`config.mk`:
```
export PLATFORM = sky130hd
export DESIGN_NAME = weighted_rr_arbiter_flat
export DESIGN_NICKNAME = d
export VERILOG_FILES = /design/src/rtl/weighted_rr_arbiter_if.sv /design/src/rtl/weighted_rr_arbiter.sv /design/src/flat_wrapper.sv
export SDC_FILE = /design/constraint.sdc
export NUM_CORES = 1
export LEC_CHECK = 0
export BUFFER_PORTS_ARGS = -buffer_cell sky130_fd_sc_hd__clkbuf_2
export CAP_MARGIN = 40
export CORE_MARGIN = 2
export CORE_UTILIZATION = 30
export CTS_BUF_LIST = sky130_fd_sc_hd__clkbuf_16
export CTS_CLUSTER_SIZE = 25
export DETAILED_ROUTE_END_ITERATION = 10
export PLACE_DENSITY_LB_ADDON = 0.15
export SETUP_SLACK_MARGIN = 0.4
export SYNTH_ARGS = -nofsm -noshare
export SYNTH_HDL_FRONTEND = slang
export SYNTH_SLANG_ARGS = --single-unit
```
`constraint.sdc`:
```
create_clock -name clk -period 3.55 [get_ports clk]
set_input_delay 0.71 -clock clk [delete_from_list [all_inputs] [get_ports clk]]
set_output_delay 0.71 -clock clk [all_outputs]
set_load 0.1 [all_outputs]
```
`src/rtl/weighted_rr_arbiter_if.sv`:
```
// Request/grant bundle between the requesters and the weighted round-robin arbiter.
// The requester side drives the master modport and the arbiter uses the slave modport.
interface weighted_rr_arbiter_if #(
  parameter int request_lines = 4,
  parameter int WEIGHT_W      = 4
);
  localparam int IDX_W = $clog2(request_lines);

  logic [request_lines-1:0]          req;
  logic [request_lines*WEIGHT_W-1:0] weight;
  logic                              done;
  logic [request_lines-1:0]          grant;
  logic [IDX_W-1:0]                  grant_idx;
  logic                              grant_valid;
  logic [WEIGHT_W-1:0]               credit;

  modport master (
    output req, weight, done,
    input  grant, grant_idx, grant_valid, credit
  );

  modport slave (
    input  req, weight, done,
    output grant, grant_idx, grant_valid, credit
  );
endinterface

```
`src/rtl/weighted_rr_arbiter.sv`:
```
// Weighted round-robin arbiter: the owner keeps a registered one-hot grant for up to
// weight[i] completed transfers, releases early when it drops its request, then priority rotates.
module weighted_rr_arbiter #(
  parameter int request_lines = 4,
  parameter int WEIGHT_W      = 4
) (
  input logic                    clk,
  input logic                    rst,
  weighted_rr_arbiter_if.slave   bus
);
  localparam int N  = request_lines;
  localparam int W  = WEIGHT_W;
  localparam int IW = $clog2(N);

  typedef enum logic {IDLE, OWNED} state_t;

  state_t         state_q,  state_d;
  logic [IW-1:0]  ptr_q,    ptr_d;
  logic [IW-1:0]  idx_q,    idx_d;
  logic [N-1:0]   grant_q,  grant_d;
  logic [W-1:0]   credit_q, credit_d;

  logic [N-1:0]   mask, masked, pick_vec;
  logic [IW-1:0]  win;
  logic           found;
  logic [W-1:0]   win_weight, load_credit;

  // Candidate set is always req: on abandon the owner's bit is already low, and on
  // exhaustion the owner sits at ptr, which the search visits last.
  always_comb begin
    for (int i = 0; i < N; i++) mask[i] = (i > int'(ptr_q));
    masked   = bus.req & mask;
    pick_vec = (|masked) ? masked : bus.req;
    win      = '0;
    for (int i = N - 1; i >= 0; i--) begin
      if (pick_vec[i]) win = IW'(i);
    end
    found       = |bus.req;
    win_weight  = bus.weight[int'(win)*W +: W];
    load_credit = (win_weight == '0) ? W'(1) : win_weight;
  end

  always_comb begin
    // NOTE: every next-state variable takes its hold value first so no path infers a latch.
    state_d  = state_q;
    ptr_d    = ptr_q;
    idx_d    = idx_q;
    grant_d  = grant_q;
    credit_d = credit_q;

    unique case (state_q)
      IDLE: begin
        if (found) begin
          state_d  = OWNED;
          grant_d  = N'(1) << win;
          idx_d    = win;
          ptr_d    = win;
          credit_d = load_credit;
        end
      end
      OWNED: begin
        if (!bus.req[idx_q] || (bus.done && credit_q == W'(1))) begin
          if (found) begin
            grant_d  = N'(1) << win;
            idx_d    = win;
            ptr_d    = win;
            credit_d = load_credit;
          end else begin
            state_d  = IDLE;
            grant_d  = '0;
            credit_d = '0;
          end
        end else if (bus.done) begin
          credit_d = credit_q - W'(1);
        end
      end
      default: state_d = IDLE;
    endcase
  end

  // NOTE: state registers use non-blocking assignments so all flops update together.
  always_ff @(posedge clk) begin
    if (rst) begin
      state_q  <= IDLE;
      ptr_q    <= IW'(N - 1);
      idx_q    <= '0;
      grant_q  <= '0;
      credit_q <= '0;
    end else begin
      state_q  <= state_d;
      ptr_q    <= ptr_d;
      idx_q    <= idx_d;
      grant_q  <= grant_d;
      credit_q <= credit_d;
    end
  end

  assign bus.grant       = grant_q;
  assign bus.grant_idx   = idx_q;
  assign bus.grant_valid = |grant_q;
  assign bus.credit      = credit_q;

  a_grant_onehot0: assert property (@(posedge clk) disable iff (rst) $onehot0(grant_q));
endmodule
```
`src/flat_wrapper.sv`:
```
// flat-port wrapper written by rule: the top's interface ports become plain ports
module weighted_rr_arbiter_flat 
#(
  parameter int request_lines = 4,
  parameter int WEIGHT_W      = 4
)
  (clk, rst, bus_req, bus_weight, bus_done, bus_grant, bus_grant_idx, bus_grant_valid, bus_credit);
  weighted_rr_arbiter_if #(.request_lines(request_lines), .WEIGHT_W(WEIGHT_W)) bus_i ();
  input logic clk;
  input logic rst;
  input wire logic [$bits(bus_i.req)-1:0] bus_req;
  input wire logic [$bits(bus_i.weight)-1:0] bus_weight;
  input wire logic [$bits(bus_i.done)-1:0] bus_done;
  output wire logic [$bits(bus_i.grant)-1:0] bus_grant;
  output wire logic [$bits(bus_i.grant_idx)-1:0] bus_grant_idx;
  output wire logic [$bits(bus_i.grant_valid)-1:0] bus_grant_valid;
  output wire logic [$bits(bus_i.credit)-1:0] bus_credit;
  assign bus_i.req = bus_req;
  assign bus_i.weight = bus_weight;
  assign bus_i.done = bus_done;
  assign bus_grant = bus_i.grant;
  assign bus_grant_idx = bus_i.grant_idx;
  assign bus_grant_valid = bus_i.grant_valid;
  assign bus_credit = bus_i.credit;
  weighted_rr_arbiter #(.request_lines(request_lines), .WEIGHT_W(WEIGHT_W)) u_core (.clk(clk), .rst(rst), .bus(bus_i));
endmodule
```
After elaboration in Yosys (flattened, before gate mapping)
Index checks and enable logic that the tools add are counted.
Operators by class
  add/sub/neg operators: 1
  multipliers: 0
  divide/modulo/power cells: 0
  magnitude comparators: 4
  eq/ne operators: 4
  shift operators: 2
  muxes and demuxes: 26
  bitwise logic cells: 2
  reductions and logical operators: 9
Operators by type and width (number)
  4-bit 2-to-1 mux: 9
  2-bit 2-to-1 mux: 8
  4-bit case mux with 2 select lines: 2
  16-bit by 5-bit variable part select with 4-bit output: 1
  4-bit OR reduction: 3
  2-bit case mux with 2 select lines: 2
  4-bit AND: 1
  4-bit by 1-bit == test with 1-bit output, second input constant: 1
  2-bit greater-than comparator, first input constant: 2
  4-bit logical NOT: 1
  2-bit AND reduction: 2
  1-bit by 2-bit << shifter with 4-bit output, first input constant: 1
  4-bit by 1-bit subtractor with 4-bit output, second input constant: 1
  2-bit by 3-bit less-than comparator with 1-bit output, second input constant: 1
  1-bit 2-to-1 mux: 3
  3-bit inequality test, second input constant: 1
  1-bit binary-select mux with 2-bit select: 1
  1-bit by 2-bit greater-than comparator with 1-bit output, first input constant: 1
  2-bit by 1-bit inequality test with 1-bit output, second input constant: 1
  2-bit inequality test, second input constant: 1
  1-bit case mux with 2 select lines: 1
  1-bit logical AND: 1
  1-bit logical NOT: 1
  1-bit logical OR: 1
  1-bit inverter: 1
Storage, ports and cells
  bits in registers: 13
  latch bits: 0
  memory bits (writable): 0
  bits in read-only memories: 0
  input bits: 23
  output and inout bits: 11
  logic and storage cells: 53
  memories: 0

Depth between registers and ports, before layout
Gate-level depths: netlist (run 1).
  depth in word-level cells: 14
  depth in mapped cells: 8
  mapped depth without buffers: 8

Worst setup path after synthesis (run 1)
No wires, ideal clock.
  path type: reg-to-reg
  start point: register u_core.credit_q[0], in the netlist u_core.bus.credit[0]
  end point: register u_core.credit_q[0], in the netlist u_core.bus.credit[0]
  setup time: 0.080 ns
  data arrival time: 2.761 ns
  required time: 3.470 ns
  setup slack: 0.709 ns
  stages on the path, launching flop included: 8
  path buffers: 0
  clock period less this slack: 2.841 ns
  cells stage by stage: dfxtp_1 -> ha_1 -> or4bb_1 -> a21o_1 -> and2_0 -> a2111oi_1 -> or3b_1 -> a211oi_2
Between the ends
  longest elaborated chain between the ends: 5
  elaborated cells between the ends (all ways): 9
  classes of those cells: add/sub (1); eq/ne (2); mux (3); reduce/logical (3)
Ends and longest elaborated chain
  start: declaration: RTL line weighted_rr_arbiter.sv:21  | logic [W-1:0] credit_q, credit_d;
  start signal: assignment: RTL line weighted_rr_arbiter.sv:94  | credit_q <= credit_d;
  branches (longest 5 deep; another with 4-bit by 1-bit subtractor with 4-bit output)
Several ways; the timed one is not identified. The select of a mux whose other input is x is not followed.
A chain may end at the register's enable or synchronous reset.

Worst setup path in the final report (run 1)
  start point: input port bus_req[3]
  end point: register u_core.credit_q[0], in the netlist u_core.bus.credit[0]
Between the ends
  longest elaborated chain between the ends: 13
  elaborated cells between the ends (all ways): 22
  classes of those cells: eq/ne (2); shift (1); mux (12); bitwise (1); reduce/logical (6)
Ends and longest elaborated chain
  start: declaration: RTL line flat_wrapper.sv:11  | input wire logic [$bits(bus_i.req)-1:0] bus_req;
  4-bit AND: RTL line weighted_rr_arbiter.sv:32  | masked = bus.req & mask;
  4-bit OR reduction: RTL line weighted_rr_arbiter.sv:33  | pick_vec = (|masked) ? masked : bus.req;
  4-bit 2-to-1 mux: RTL line weighted_rr_arbiter.sv:33
  2-bit 2-to-1 mux (4 in series): RTL line weighted_rr_arbiter.sv:36  | if (pick_vec[i]) win = IW'(i);
  16-bit by 5-bit variable part select with 4-bit output: RTL line weighted_rr_arbiter.sv:39  | win_weight = bus.weight[int'(win)*W +: W];
  4-bit logical NOT: RTL line weighted_rr_arbiter.sv:40  | load_credit = (win_weight == '0) ? W'(1) : win_weight;
  4-bit 2-to-1 mux: RTL line weighted_rr_arbiter.sv:40
  4-bit 2-to-1 mux: RTL line weighted_rr_arbiter.sv:63  | if (found) begin
  4-bit 2-to-1 mux: RTL line weighted_rr_arbiter.sv:62  | if (!bus.req[idx_q] || (bus.done && credit_q == W'(1))) begin
  4-bit case mux with 2 select lines: RTL line weighted_rr_arbiter.sv:51  | unique case (state_q)
Several ways; a longest one is shown, not always the timed one. The select of a mux whose other input is x is not followed.

==> metrics, run 1 <==
run status finished, final reports clean; DIE WIDTH between 50 and 60 um; register share of total power about a quarter; vias in the first global route roughly 800; class of the most critical hold timing path register to register; Critical Path Sink Type register; number of port buffers 33; wire length of the first global-routing pass approximately 3600 um; proportion of register bits with asynchronous set or reset after synthesis 0%; number of nets with antenna violations after detailed routing 0; Power, Total approximately 740 uW; overall global routing resource usage about 14%; remaining max-slew budget at the tightest pin a little under half; Power Dens Cells roughly 640 nW/um^2; number of gates resized after CTS 0; Max clock buf depth 2; crit path DAT about 2.6 ns; clock tree from TritonCTS built; net switching component of the power 328.3 uW; average instance area after synthesis approximately 8.2 um^2; Netlist cell types 40; filler cell count in the final layout roughly 300; Buffers & Inverters on Critical Path 1; site row count 19; clock network latency to the later pin of the worst-skew pair 0.24 ns; synth top area cells dfxtp_1, mux2i_1, nor2_1; Final #Nets 170; gate count of the mapped netlist ~110; hold slack final 0.5150 ns; cell leakage power 0.5522 nW; category of the worst setup path launch point input pin; number of enable flip-flop cells after synthesis 0; final hold violations 0; number of setup violations in the final report 0; Sw Ratio ~44%; required time at the worst-slack endpoint approximately 3.7 ns; area taken by flip-flops and latches 260.3 um^2; most common library cells after synthesis nor2_1, dfxtp_1, mux2i_1, o21ai_0, nand2_1; die height 59.03 um; number of primary I/O pins 34; Cell Chain, Critical Path clkbuf_2, mux4_2, a21o_1, and2_0, a2111oi_1, or3b_1, a211oi_2; Syn. warnings 0; area taken by multi-input logic gates 598.1 um^2; top-area cell type share of the netlist area between 20% and 30%; total negative setup slack 0 ns; max cap viols 0; kind of cell with the highest combined delay on the critical path compound AO/OA/AOI/OAI gates; Layout Skew approximately 0.0017 ns; Root Buffer clkbuf_16; Max Clk Rate approximately 420 MHz; count of antenna diodes in the layout 0; final RePlAce weighted congestion about 0.84; CTS clk-pin slew, worst paths 0.04 ns; cell type with the highest aggregate area in the netlist dfxtp_1; Internal Dissipation 409.7 uW; detailed-route wire length roughly 2300 um; cts-stage hold buffer count 0; peak ir drop on the vdd network 0.3011 mV; routed via count divided by cell count 5.337; average detailed-routed wire length per instance roughly 13 um; buffers inserted during post-CTS setup optimization 0; measured slew at the worst slew-check pin 0.8043 ns; fraction of power consumed by combinational cells 45.6%; Iter 0 DRT Violations 36; Final period util around two thirds; total congestion overflow 0; Clock Sinks 13; Synth Flop Type dfxtp_1; startpoint of the tightest hold check path u_core.bus.credit[1]$_SDFFE_PP0P_; initial standard-cell utilization of the core ~32%; final period demand of the worst path 2.402 ns; Die Area about 3500 um^2; Crit. Startpoint bus_req[3]; cell with the largest stage delay on the worst path mux4_2; post-synthesis sequential area ratio around 29%; proportion of power drawn by the clock network 28.4%; CP peak stage delay roughly 0.55 ns; Worst Setup Path Type input pin to register; core utilization of the finished layout approximately 41%; Final Max Slew Viols 0; Worst Path Max Fanout 10; most numerous cell in the Yosys netlist nor2_1; worst reg2reg startpoint u_core.bus.credit[0]$_SDFFE_PP0P_; first drt pass iteration count 4; layout cells sized above 1 a little over a quarter; post-synthesis instance area about 910 um^2; # H-tree levels 1; setup repair after global routing missed its margin false; remaining design rule violation count 0; placed wire-length estimate after detailed placement roughly 1800 um; TritonCTS buffer count 3; pin count of the biggest net entering global routing 14; syn nets around 140; Yosys reg bits 13; Core ar. 2805 um^2; number of antenna violations at the first check in global routing 0; vias post-DR about 930; Synth-to-Final Area Change 27.69%
logic make-up after synthesis:
logic type / count (synthesis) / share of synthesized area (%)
xor gates and xnor gates: 1 / 0.9644
AOI/OAI and AO/OA: 31 / 23.97
adders and majority gates: 2 / 2.754
buffers and inverters: 9 / 5.509
muxes: 10 / 12.40
DFF: 13 / 28.65
and+or+nand+nor: 45 / 25.76
area by class of cell:
type | count | share of cell area (%)
clock buffers | 3 | 6.473
inverters | 5 | 1.618
multi-input cells | 89 | 51.56
clock inverters | 1 | 0.3236
flip-flops and latches | 13 | 22.44
repair buffers | 33 | 14.24
well taps | 31 | 3.344
per-layer routing:
metal	global-route usage [%]	wire (um)	share of wire, %	vias to the layer above
li1	-	-	-	477
met1	20.00	1182	51	417
met2	18.25	892	39	35
met3	4.367	167	7.3	5
met4	9.740	58	2.5	0
met5	0	0	0	-
worst reg2reg max path: stages (launching register included):
cell and delay (ns):
dfxtp_1 0.43, ha_1 0.18, or4bb_1 0.45, a21o_1 0.21
and2_0 0.15, a2111oi_1 0.24, or3b_1 0.40, a211oi_2 0.17
sequential cells by signal (all words and copies together) (netlist names):
signal and flops:
u_core.ptr_q 2, u_core.bus.grant_idx 2, u_core.bus.grant 4, u_core.state_q 1
u_core.bus.credit 4
power groups by stage:
stage	Combinational (mW)	Clock (mW)	Sequential, mW
final	0.337	0.209	0.192
after global routing	0.360	0.226	0.196
after CTS	0.339	0.218	0.192
after detailed placement	0.337	0	0.195
after global placement	0.338	0	0.194
after floorplan	0.163	0	0.313
through the flow:
step,instances,cell area (um^2),worst slack [ns]
final,175,1160,1.148
after global routing,175,1160,1.025
after CTS,175,1160,1.149
after detailed placement,171,1081,0.8860
after global placement,171,1081,0.9377
after floorplan,111,908.4,0.7089
cells in the final DEF, fill, tap and decap left out, types with 2 or more instances in the layout:
| cell | Yosys | layout |
|---|---|---|
| inv_1 | 5 | 6 |
| ha_1 | 2 | 2 |
| and2_1 | 2 | 2 |
| a22oi_1 | 3 | 3 |
| nor2_1 | 16 | 16 |
| nor3_1 | 5 | 5 |
| nor2b_1 | 3 | 3 |
| and3_1 | 2 | 2 |
| o21ai_0 | 8 | 8 |
| nand2_1 | 6 | 6 |
| a21oi_1 | 5 | 5 |
| clkbuf_16 | 0 | 3 |
| or3b_1 | 2 | 2 |
| a21o_1 | 3 | 3 |
| mux2i_1 | 9 | 9 |
| clkbuf_2 | 0 | 33 |
| nor4_1 | 2 | 2 |
| dfxtp_1 | 13 | 13 |
final timing paths:
check	to	slack (ns)	cells past startpoint
worst min-delay path	u_core.bus.credit[1]$_SDFFE_PP0P_	0.52	2
worst max register to register	u_core.bus.credit[0]$_SDFFE_PP0P_	1.26	7
worst min register to register	u_core.bus.credit[1]$_SDFFE_PP0P_	0.52	2
worst max-delay path	u_core.bus.credit[0]$_SDFFE_PP0P_	1.15	7
Power figures use the tool's default switching activity.
==> inputs of run 2 (changes only) <==
clock period = 2.1 ns   (was 3.55 ns; I/O delays follow)
==> run 2 against run 1 <==
The flow now finishes with violations (setup timing). Count of clock-buffer cells in the layout stayed put. Sequential power is 70% higher. Total power is 110% higher. Non-clock buffer count is 30 higher. First-iteration DRC count is 25% lower. Setup slack worse by 1.2 ns. Highest routed layer unchanged.
==> metrics, run 2 (synthesis gave the netlist of run 1 again) <==
Reg-to-Reg End u_core.bus.credit[0]$_SDFFE_PP0P_ (unchanged); most common cell after layout, fill and taps aside clkbuf_2 (unchanged); Cell Chain, Critical Path inv_4, ha_4, or4bb_1, a21o_1, and2_4, a2111oi_4, or3b_1, a211oi_2 (was clkbuf_2, mux4_2, a21o_1, and2_0, a2111oi_1, or3b_1, a211oi_2); overall global routing resource usage 16.61% (was 14.25%); cts-stage hold buffer count 0 (unchanged); cell leakage power 0.7337 nW (was 0.5522 nW); Final #Nets 200 (was 170); number of port buffers 33 (unchanged); Layout Skew 0.003199 ns (was 0.001713 ns); number of antenna violations at the first check in global routing 0 (unchanged); site row count 19 (unchanged); crit path DAT 2.30 ns (was 2.57 ns); Worst Path Max Fanout 3 (was 10); Root Buffer clkbuf_16 (unchanged); placement-stage worst setup slack -0.2808 ns (was 0.8860 ns); kind of cell with the highest combined delay on the critical path simple AND/OR/NAND/NOR gates (was compound AO/OA/AOI/OAI gates); total congestion overflow 0 (unchanged); clock tree from TritonCTS built (unchanged); wire length of the first global-routing pass 4284 um (was 3643 um); Max Clk Rate roughly 470 MHz; routed via count divided by cell count 5.083 (was 5.337); Power, Total 1.522 mW (was 738.1 uW); DIE WIDTH 59.03 um (unchanged); number of primary I/O pins 34 (unchanged); startpoint of the tightest hold check path u_core.ptr_q[1]$_SDFFE_PP1P_ (was u_core.bus.credit[1]$_SDFFE_PP0P_); average detailed-routed wire length per instance 13.61 um (was 13.15 um); Buffers & Inverters on Critical Path 1 (unchanged); max cap viols 0 (unchanged); Die Area 3484 um^2 (unchanged); setup repair after global routing missed its margin true (was false); final RePlAce weighted congestion 0.8500 (was 0.8401); total negative setup slack -0.03889 ns (was 0 ns); Critical Path Sink Type register (unchanged); Iter 0 DRT Violations 27 (was 36); filler cell count in the final layout 267 (was 307); hold slack final 0.4969 ns (was 0.5150 ns); count of antenna diodes in the layout 0 (unchanged); initial standard-cell utilization of the core 32.38% (unchanged); cell area after placement 1304 um^2 (was 1081 um^2); Final period util 101.9%; top layer reached by signal wires met4 (unchanged); DRT met1 WL 1304 um (was 1182 um); class of the most critical hold timing path register to register (unchanged); remaining max-slew budget at the tightest pin 63.98% (was 45.89%); required time at the worst-slack endpoint 2.26 ns (was 3.72 ns); final period demand of the worst path around 2.1 ns; CTS clk-pin slew, worst paths 0.05 ns (was 0.04 ns); # H-tree levels 1 (unchanged); category of the worst setup path launch point register (was input pin); Final Max Slew Viols 0 (unchanged); Synth-to-Final Area Change 72.73% (was 27.69%); most used cells in the layout excluding fill and tap cells clkbuf_2, buf_4, nor2_1, dfxtp_2, nand2_1 (was clkbuf_2, nor2_1, dfxtp_1, mux2i_1, o21ai_0); pin count of the biggest net entering global routing 14 (unchanged); number of cells on the worst hold path 1 (was 2); vias post-DR 1,042 (was 934); Worst Slack Setup Final -0.03889 ns (was 1.148 ns); worst-case register-to-register setup slack -0.04 ns (was 1.26 ns); peak ir drop on the vdd network 0.4717 mV (was 0.3011 mV); number of nets with antenna violations after detailed routing 0 (unchanged); number of setup violations in the final report 1 (was 0); TritonCTS buffer count 3 (unchanged); placed wire-length estimate after detailed placement 2026 um (was 1791 um); Cell Count Post-Placement 194 (was 171); Max clock buf depth 2 (unchanged); Power Dens Cells 969.8 nW/um^2 (was 636.3 nW/um^2); vias in the first global route 1,009 (was 803); run status finished, violations left (was finished, final reports clean); layout cells sized above 1 60.92% (was 27.08%); clock network latency to the later pin of the worst-skew pair 0.25 ns (was 0.24 ns); Core ar. 2805 um^2 (unchanged); Detail Route met3 WL 135 um (was 167 um); worst reg2reg startpoint u_core.bus.credit[1]$_SDFFE_PP0P_ (was u_core.bus.credit[0]$_SDFFE_PP0P_); CP peak stage delay 0.43 ns (was 0.55 ns); violated checks setup timing; Design Area, Final 1569 um^2 (was 1160 um^2); cell with the largest stage delay on the worst path or4bb_1 (was mux4_2); detailed-route wire length 2790 um (was 2301 um); die height 59.03 um (unchanged); first drt pass iteration count 2 (was 4); Worst Setup Path Type register to register (was input pin to register); remaining design rule violation count 0 (unchanged); worst hold endpoint u_core.ptr_q[1]$_SDFFE_PP1P_ (was u_core.bus.credit[1]$_SDFFE_PP0P_); Clock Sinks 13 (unchanged); core utilization of the finished layout 55.93% (was 41.35%); measured slew at the worst slew-check pin 0.5425 ns (was 0.8043 ns); R2R depth 8 (was 7); final hold violations 0 (unchanged); amount of wire on met2 after detailed routing 1247 um (was 892 um); final standard cell count with taps included and fillers excluded 205 (was 175)
run 2: cell types whose count changed in the layout (fill, tap and decap cells not counted), sizes merged:
| cell | previous run | this run |
|---|---|---|
| buf | 0 | 30 |
| clkinv | 0 | 1 |
| inv | 6 | 5 |
run 2: timing repair:
item / in CTS / in global routing
pin swaps: 3 / 4
buffers inserted: 6 / 1
setup endpoints to repair: 13 / 13
gates resized for setup: 32 / 4
run 2: cell type report:
type | instances | area [um^2] | area share (%)
well taps | 31 | 38.79 | 2.472
repair buffers | 63 | 414.1 | 26.40
flip-flops and latches | 13 | 285.3 | 18.18
clock buffers | 3 | 75.07 | 4.785
inverters | 5 | 21.27 | 1.356
clock inverters | 1 | 5.005 | 0.3190
multi-input cells | 89 | 729.5 | 46.49
run 2: worst register-to-register path, delay by kind of cell (launching register included):
family	cells	cell delay, ns
simple gates	3	0.98
compound gates	3	0.55
flops	1	0.34
buf+inv	1	0.06
fa+ha+maj	1	0.11
run 2: how the worst max path moves through the flow:
stage / end / depth (start not counted) / startpoint / slack, ns
5_1_grt: u_core.bus.credit[0]$_SDFFE_PP0P_ / 8 / u_core.bus.credit[1]$_SDFFE_PP0P_ / -0.12
3_5_place_dp: u_core.bus.credit[0]$_SDFFE_PP0P_ / 7 / bus_req[1] / -0.28
2_1_floorplan: u_core.bus.credit[0]$_SDFFE_PP0P_ / 7 / u_core.bus.credit[0]$_SDFFE_PP0P_ / -0.18
3_3_place_gp: u_core.bus.credit[0]$_SDFFE_PP0P_ / 7 / bus_req[1] / -0.17
4_1_cts: u_core.bus.credit[0]$_SDFFE_PP0P_ / 8 / u_core.bus.credit[1]$_SDFFE_PP0P_ / -0.05
6_report: u_core.bus.credit[0]$_SDFFE_PP0P_ / 8 / u_core.bus.credit[1]$_SDFFE_PP0P_ / -0.04
run 2: where the power goes:
group | internal [mW] | switching [mW]
Clock | 0.254 | 0.115
Sequential | 0.294 | 0.0332
Combinational | 0.332 | 0.493
Total | 0.880 | 0.641
run 2: layer usage:
layer  GRT usage [%]  vias up
li1                -      539
met1           20.57      462
met2           26.03       32
met3           3.275        9
met4           11.04        0
met5               0        -
